[src/rtl/c1_bus_sched.sv]
// 68k bus cycle scheduler: zone decode, wait-state counting, DTACK generation.
// Optional bus-error watchdog enabled by defining C1_BUS_WATCHDOG_EN.
module c1_bus_sched (
    input  logic CLK_68KCLK,
    input  logic nRESET,
    input  logic nAS,
    input  logic nROM_ZONE,
    input  logic nPORT_ZONE,
    input  logic nCARD_ZONE,
    input  logic nSROM_ZONE,
    input  logic nROMWAIT,
    input  logic nPWAIT1,
    input  logic nPWAIT0,
    input  logic PDTACK,
    output logic nDTACK,
    output logic nBERR,
    output logic BUSY
);
    typedef enum logic [2:0] {IDLE, COUNT, PORTRDY, ACK, UNMAPPED} state_t;
    typedef enum logic [1:0] {ZONE_ROM, ZONE_PORT, ZONE_CARD, ZONE_SROM} zone_t;

    state_t      state_reg, state_next;
    zone_t       zone_reg, zone_next;
    logic [2:0]  wait_reg, wait_next;
    logic        ack_reg, ack_next;

    always_ff @(posedge CLK_68KCLK or negedge nRESET) begin
        if (!nRESET) begin
            state_reg <= IDLE;
            zone_reg  <= ZONE_ROM;
            wait_reg  <= 3'd0;
            ack_reg   <= 1'b1;
        end else begin
            state_reg <= state_next;
            zone_reg  <= zone_next;
            wait_reg  <= wait_next;
            ack_reg   <= ack_next;
        end
    end

    always_comb begin
        state_next = state_reg;
        zone_next  = zone_reg;
        wait_next  = wait_reg;
        case (state_reg)
            IDLE: begin
                if (!nAS) begin
                    state_next = COUNT;
                    if (!nROM_ZONE) begin
                        zone_next = ZONE_ROM;
                        wait_next = {2'b00, ~nROMWAIT};
                    end else if (!nPORT_ZONE) begin
                        zone_next = ZONE_PORT;
                        wait_next = 3'd3 - {1'b0, nPWAIT1, nPWAIT0};
                    end else if (!nCARD_ZONE) begin
                        zone_next = ZONE_CARD;
                        wait_next = 3'd2;
                    end else if (!nSROM_ZONE) begin
                        zone_next = ZONE_SROM;
                        wait_next = 3'd0;
                    end else begin
                        state_next = UNMAPPED;
                    end
                end
            end
            COUNT: begin
                if (wait_reg == 3'd0) begin
                    // A port that is already ready skips PORTRDY so it costs no extra edge.
                    if (zone_reg == ZONE_PORT)
                        state_next = PDTACK ? ACK : PORTRDY;
                    else
                        state_next = ACK;
                end else begin
                    wait_next = wait_reg - 3'd1;
                end
            end
            PORTRDY: begin
                if (PDTACK)
                    state_next = ACK;
            end
            ACK, UNMAPPED: state_next = state_reg;
            default: state_next = IDLE;
        endcase
        if ((state_reg != IDLE) && nAS)
            state_next = IDLE;
    end

    assign ack_next = (state_next != ACK);
    assign nDTACK   = ack_reg | nAS;
    assign BUSY     = (state_reg != IDLE);

`ifdef C1_BUS_WATCHDOG_EN
    logic [6:0] wdog_reg, wdog_next;
    logic       berr_reg, berr_next;

    always_ff @(posedge CLK_68KCLK or negedge nRESET) begin
        if (!nRESET) begin
            wdog_reg <= 7'd0;
            berr_reg <= 1'b1;
        end else begin
            wdog_reg <= wdog_next;
            berr_reg <= berr_next;
        end
    end

    always_comb begin
        wdog_next = wdog_reg;
        berr_next = berr_reg;
        if ((state_reg == IDLE) || (state_next == IDLE) || (state_next == ACK)) begin
            // An acknowledge landing on the same edge as a timeout beats the bus error.
            wdog_next = 7'd0;
            berr_next = 1'b1;
        end else if (nDTACK) begin
            if (wdog_reg < 7'd64)
                wdog_next = wdog_reg + 7'd1;
            if (wdog_next == 7'd64)
                berr_next = 1'b0;
        end
    end

    assign nBERR = berr_reg;
`else
    assign nBERR = 1'b1;
`endif
endmodule
[config.mk]
export PLATFORM = sky130hd
export DESIGN_NAME = c1_bus_sched
export DESIGN_NICKNAME = d
export VERILOG_FILES = /design/src/rtl/c1_bus_sched.sv
export SDC_FILE = /design/constraint.sdc
export NUM_CORES = 1
export LEC_CHECK = 0
export BUFFER_PORTS_ARGS = -buffer_cell sky130_fd_sc_hd__buf_2
export CAP_MARGIN = 40
export CORE_AREA = 2 2 39 41
export CTS_CLUSTER_SIZE = 28
export DETAILED_ROUTE_END_ITERATION = 8
export DIE_AREA = 0 0 41 43
export HOLD_SLACK_MARGIN = 0.12
export MAX_ROUTING_LAYER = met4
export PLACE_DENSITY = 0.79
export SLEW_MARGIN = 30
export SYNTH_ARGS = -nofsm -noshare
export SYNTH_HDL_FRONTEND = slang
export SYNTH_SLANG_ARGS = --single-unit
export TNS_END_PERCENT = 1
[constraint.sdc]
create_clock -name CLK_68KCLK -period 2 [get_ports CLK_68KCLK]
set_clock_uncertainty 0.1 [all_clocks]
set_input_delay 0.3 -clock CLK_68KCLK [delete_from_list [all_inputs] [get_ports CLK_68KCLK]]
set_output_delay 0.3 -clock CLK_68KCLK [all_outputs]
set_load 0.05 [all_outputs]
# Word-level counts from Yosys, hierarchy flattened
# Index checks and enable logic that the tools add are counted.
# classes
n_addsub,2
mux,22
n_eq_ne,10
bitwise_logic,3
reduce_logical,8
# op_table
operator,n
$mux W3,14
$pmux W3 S4,1
$mux W2,4
$eq A3 B2 Y1 const B,2
$logic_not A3 Y1,2
$pmux W3 S2,1
$ne A5 B5 Y1 const B,1
$ne A2 B2 Y1 const B,2
$ne A4 B4 Y1 const B,1
$reduce_and A4 Y1,1
$eq A3 B1 Y1 const B,1
$eq A3 B3 Y1 const B,1
$ne A3 B2 Y1 const B,1
$reduce_and A3 Y1,1
$reduce_bool A3 Y1,1
$sub A2 B2 Y3 const A,1
$sub A3 B1 Y3 const B,1
$eq A2 B1 Y1 const B,1
$mux W1,2
$not A1 Y1,2
$reduce_bool A2 Y1,1
$reduce_or A2 Y1,1
$logic_and A1 B1 Y1,1
$or A1 B1 Y1,1
# totals
input_bits,11
register_bits,9

# Longest topological paths before layout
# logic_depth
word_depth,8
depth_mapped,6

# Worst setup path before layout
# No wires, ideal clock.
# synth_timing
path_type,reg-to-output
from,register state_reg[0]
to,output BUSY
t_arrival_ns,1.082
path_slack_ns,0.518
path_stages_with_launch,3
n_path_buf,1
path_cell_list,dfrtp_1 buf_6 or3_1
# synth_between
elab_chain_len,1
# synth_lines
element,line_no,source
start: declaration,22,"state_t state_reg, state_next;"
start signal: assignment,34,state_reg <= state_next;
$reduce_bool A3 Y1,90,assign BUSY = (state_reg != IDLE);
end: declaration,17,output logic BUSY
# Every way passes these cells.

# Worst setup path in the final report
# Ends and elaborated chain as after synthesis.

==> flow_results.org <==
** Synthesis
- Cell count after synthesis :: 60
- For this run, the register share of the synthesized area comes to 0.377.
- In this run, synthesis produced a sequential element count of 9.
- After synthesis, the mean cell area works out to 10.0 µm².
- Post-synthesis cell type count :: 36
- Synthesized cell area :: 601 µm²
- Net count after synthesis :: 73
- In this run, synthesis inferred 0 flip-flops with an integrated enable.
- Yosys printed 0 warnings.
- After synthesis, the share of flip-flops with an asynchronous set or reset is 1.00.
- For this run, the leading register cell type out of synthesis is sky130_fd_sc_hd__dfrtp_1.

** CTS
- Post-CTS Setup Inserts :: 0
- TritonCTS buffer count :: 3
- Clock transition at path regs :: 0.06 ns
- CTS max path bufs :: 2
- In this run the number of H-tree levels came out at 1.
- Clock latency on the worst-skew pair, taken at its later pin, is 0.26 ns.
- In this run the clock root is driven by a sky130_fd_sc_hd__clkbuf_4.
- Total clock sinks :: 9
- TritonCTS built the clock tree.

** Power and ir drop
- Reported leakage power :: 0.334 nW
- VDD sags by at most 527 µV.
- Ratio of total power to cell area :: 1150 nW/µm²

** GRT
- First-pass GRT wire length :: 1.80 mm
- For this run the aggregate overflow at the end of global routing stands at 0.
- Across every metal layer, demand over resource in global routing totals 0.152.
- Entering global routing, the biggest net connects 13 pins.
- The number of antenna violations at the first check in global routing came to 0.
- Number of global-route vias before repair :: 465

** Place
- At the end of routability-driven placement, the weighted congestion stood at 0.856.
- Placed Cells :: 86
- Port Buf Inserts :: 12
- Detailed placement finished with a half-perimeter wire length of 858 µm.

** Critical path
- In this run the worst path has a maximum fanout of 12.
- Nature of the critical path endpoint :: output port
- Kind of launch point of the worst setup path :: flip-flop
- STA puts the critical path data required time at 1.60 ns.
- Data on the critical path arrives at its endpoint at 1.39 ns.
- The critical path is of the reg -> out type.

** Floorplanning
- The die covers 1760 µm².
- I/O Pins :: 14
- Horizontal die dimension :: 41 µm
- The floorplan has 14 rows.
- Die height :: 43 µm
- Initial core utilization :: 0.434
- The floorplan step defined a core boundary enclosing 1380 µm².

** Detailed routing
- For this block, the routed nets add up to 1.12 mm of wire.
- Once detail routing completed, the nets flagged for antenna violations numbered 0.
- In the routed design, unresolved DRC markers number 0.
- Wire length per cell :: 12.3 µm
- Before antenna repair, the detailed router went through 4 iterations.
- In this run, the number of DRC markers left after iteration 0 of detailed routing was 11.
- Vias per Instance :: 5.05
- Number of vias in the routed layout :: 460

** Timing
- In the finished design, the share of the clock period the worst path needs comes to 0.894.
- Setup repair after global routing left no endpoint under its margin.
- The count of final hold-check violations is 0.
- Subtracting the final worst setup slack from the clock period gives 1.79 ns.
- Setup violations remaining at the end of the flow were counted as 0.
- Static timing analysis puts the maximum clock frequency at 0.559 GHz.
- Number of max-slew violations in the final report :: 0
- Adding up every negative setup slack in the final design gives 0 ns.

** Cells and area
- Of the cells placed in the final design, the portion with a size suffix greater than 1 is 0.347.
- Relative to the synthesized area, the layout overhead comes to 16.3%.
- Filler-free cell count of the finished design :: 91
- Leaving out fill and tap cells, the most frequent cell in the layout is sky130_fd_sc_hd__buf_2.
- The final layout contains 89 nets.
- Number of antenna cells inserted :: 0
- Final standard cell utilization of the core :: 0.505
- In the layout the commonest cells are sky130_fd_sc_hd__buf_2, sky130_fd_sc_hd__dfrtp_1, sky130_fd_sc_hd__inv_1.

** Hold path
- The tightest min-delay check is of the in -> reg type.

** Status
- Status :: finished, final reports clean

** Run
- The tool flagged a number of max-cap violations equal to 0.
-- power breakdown --
part	internal [mW]	leakage (nW)	switching (mW)
Combinational	0.168	0.207	0.192
Clock	0.0768	0.0150	0.0657
Sequential	0.244	0.113	0.0585
Total	0.489	0.334	0.316
-- synth_stat cells, types with 2 or more instances --
cell                       number  area, µm²
sky130_fd_sc_hd__nor2_1         5       18.8
sky130_fd_sc_hd__a211oi_1       2       15.0
sky130_fd_sc_hd__ha_1           2       25.0
sky130_fd_sc_hd__dfrtp_1        8        200
sky130_fd_sc_hd__inv_1          7       26.3
sky130_fd_sc_hd__nand2_1        3       11.3
sky130_fd_sc_hd__mux2i_1        3       30.0
sky130_fd_sc_hd__o21ai_0        2       10.0
-- layout make-up --
type | instances | area [µm²]
Tap cell | 16 | 20.0
Fill cell | 133 | 686
Inverter | 7 | 26.3
Multi-Input combinational cell | 42 | 329
Clock buffer | 4 | 26.3
Sequential cell | 9 | 226
Timing Repair Buffer | 13 | 70.1
-- stage by stage --
stage | setup WS (ns) | power [mW] | area (µm²) | hold slack [ns]
6_report | 0.212 | 0.806 | 698 | 0.175
5_1_grt | 0.139 | 0.864 | 698 | 0.178
4_1_cts | 0.206 | 0.814 | 698 | 0.171
3_5_place_dp | 0.440 | 0.667 | 662 | 0.0657
3_3_place_gp | 0.467 | 0.655 | 662 | 0.0621
2_1_floorplan | 0.518 | 0.597 | 601 | -0.0956
-- worst paths after layout --
| check | from | end | slack [ns] | cells after the start |
|---|---|---|---|---|
| min reg2reg | zone_reg[1] | zone_reg[1] | 0.41 | 1 |
| max in group asynchronous | nRESET | ack_reg | 1.22 | 2 |
| min in group asynchronous | nRESET | state_reg[1] | 0.32 | 2 |
| min | nAS | state_reg[2] | 0.17 | 2 |
| max reg2reg | state_reg[0] | wait_reg[0] | 0.42 | 4 |
| max | state_reg[0] | BUSY | 0.21 | 2 |
-- cell families (layout without fill, tap and decap cells) --
family          after synthesis  after routing  share of synthesized area
buf+inv                       9             24                     0.0750
flops                         9              9                      0.377
mux                           4              4                     0.0750
other cells                   1              1                    0.00624
simple gates                 21             21                      0.221
fa+ha+maj                     2              2                     0.0417
compound gates               14             14                      0.204
-- worst max-delay path: stages (launching register included) --
cell                      delay [ns]
sky130_fd_sc_hd__dfrtp_1        0.53
sky130_fd_sc_hd__or3_1          0.39
sky130_fd_sc_hd__buf_2          0.22
-- layer usage --
layer / share of wire / wire (µm) / GRT usage
met1: 0.47 / 528 / 0.192
met2: 0.49 / 544 / 0.228
met4: 0.0036 / 4 / 0.0400
met3: 0.038 / 43 / 0.0471
met5: 0 / 0 / -
-- timing repair --
item	4_1_cts	5_1_grt
resized for setup	0	0
endpoints found under the hold margin	9	0
hold buffers	1	0
No activity file was read; power rests on OpenSTA's default activity.
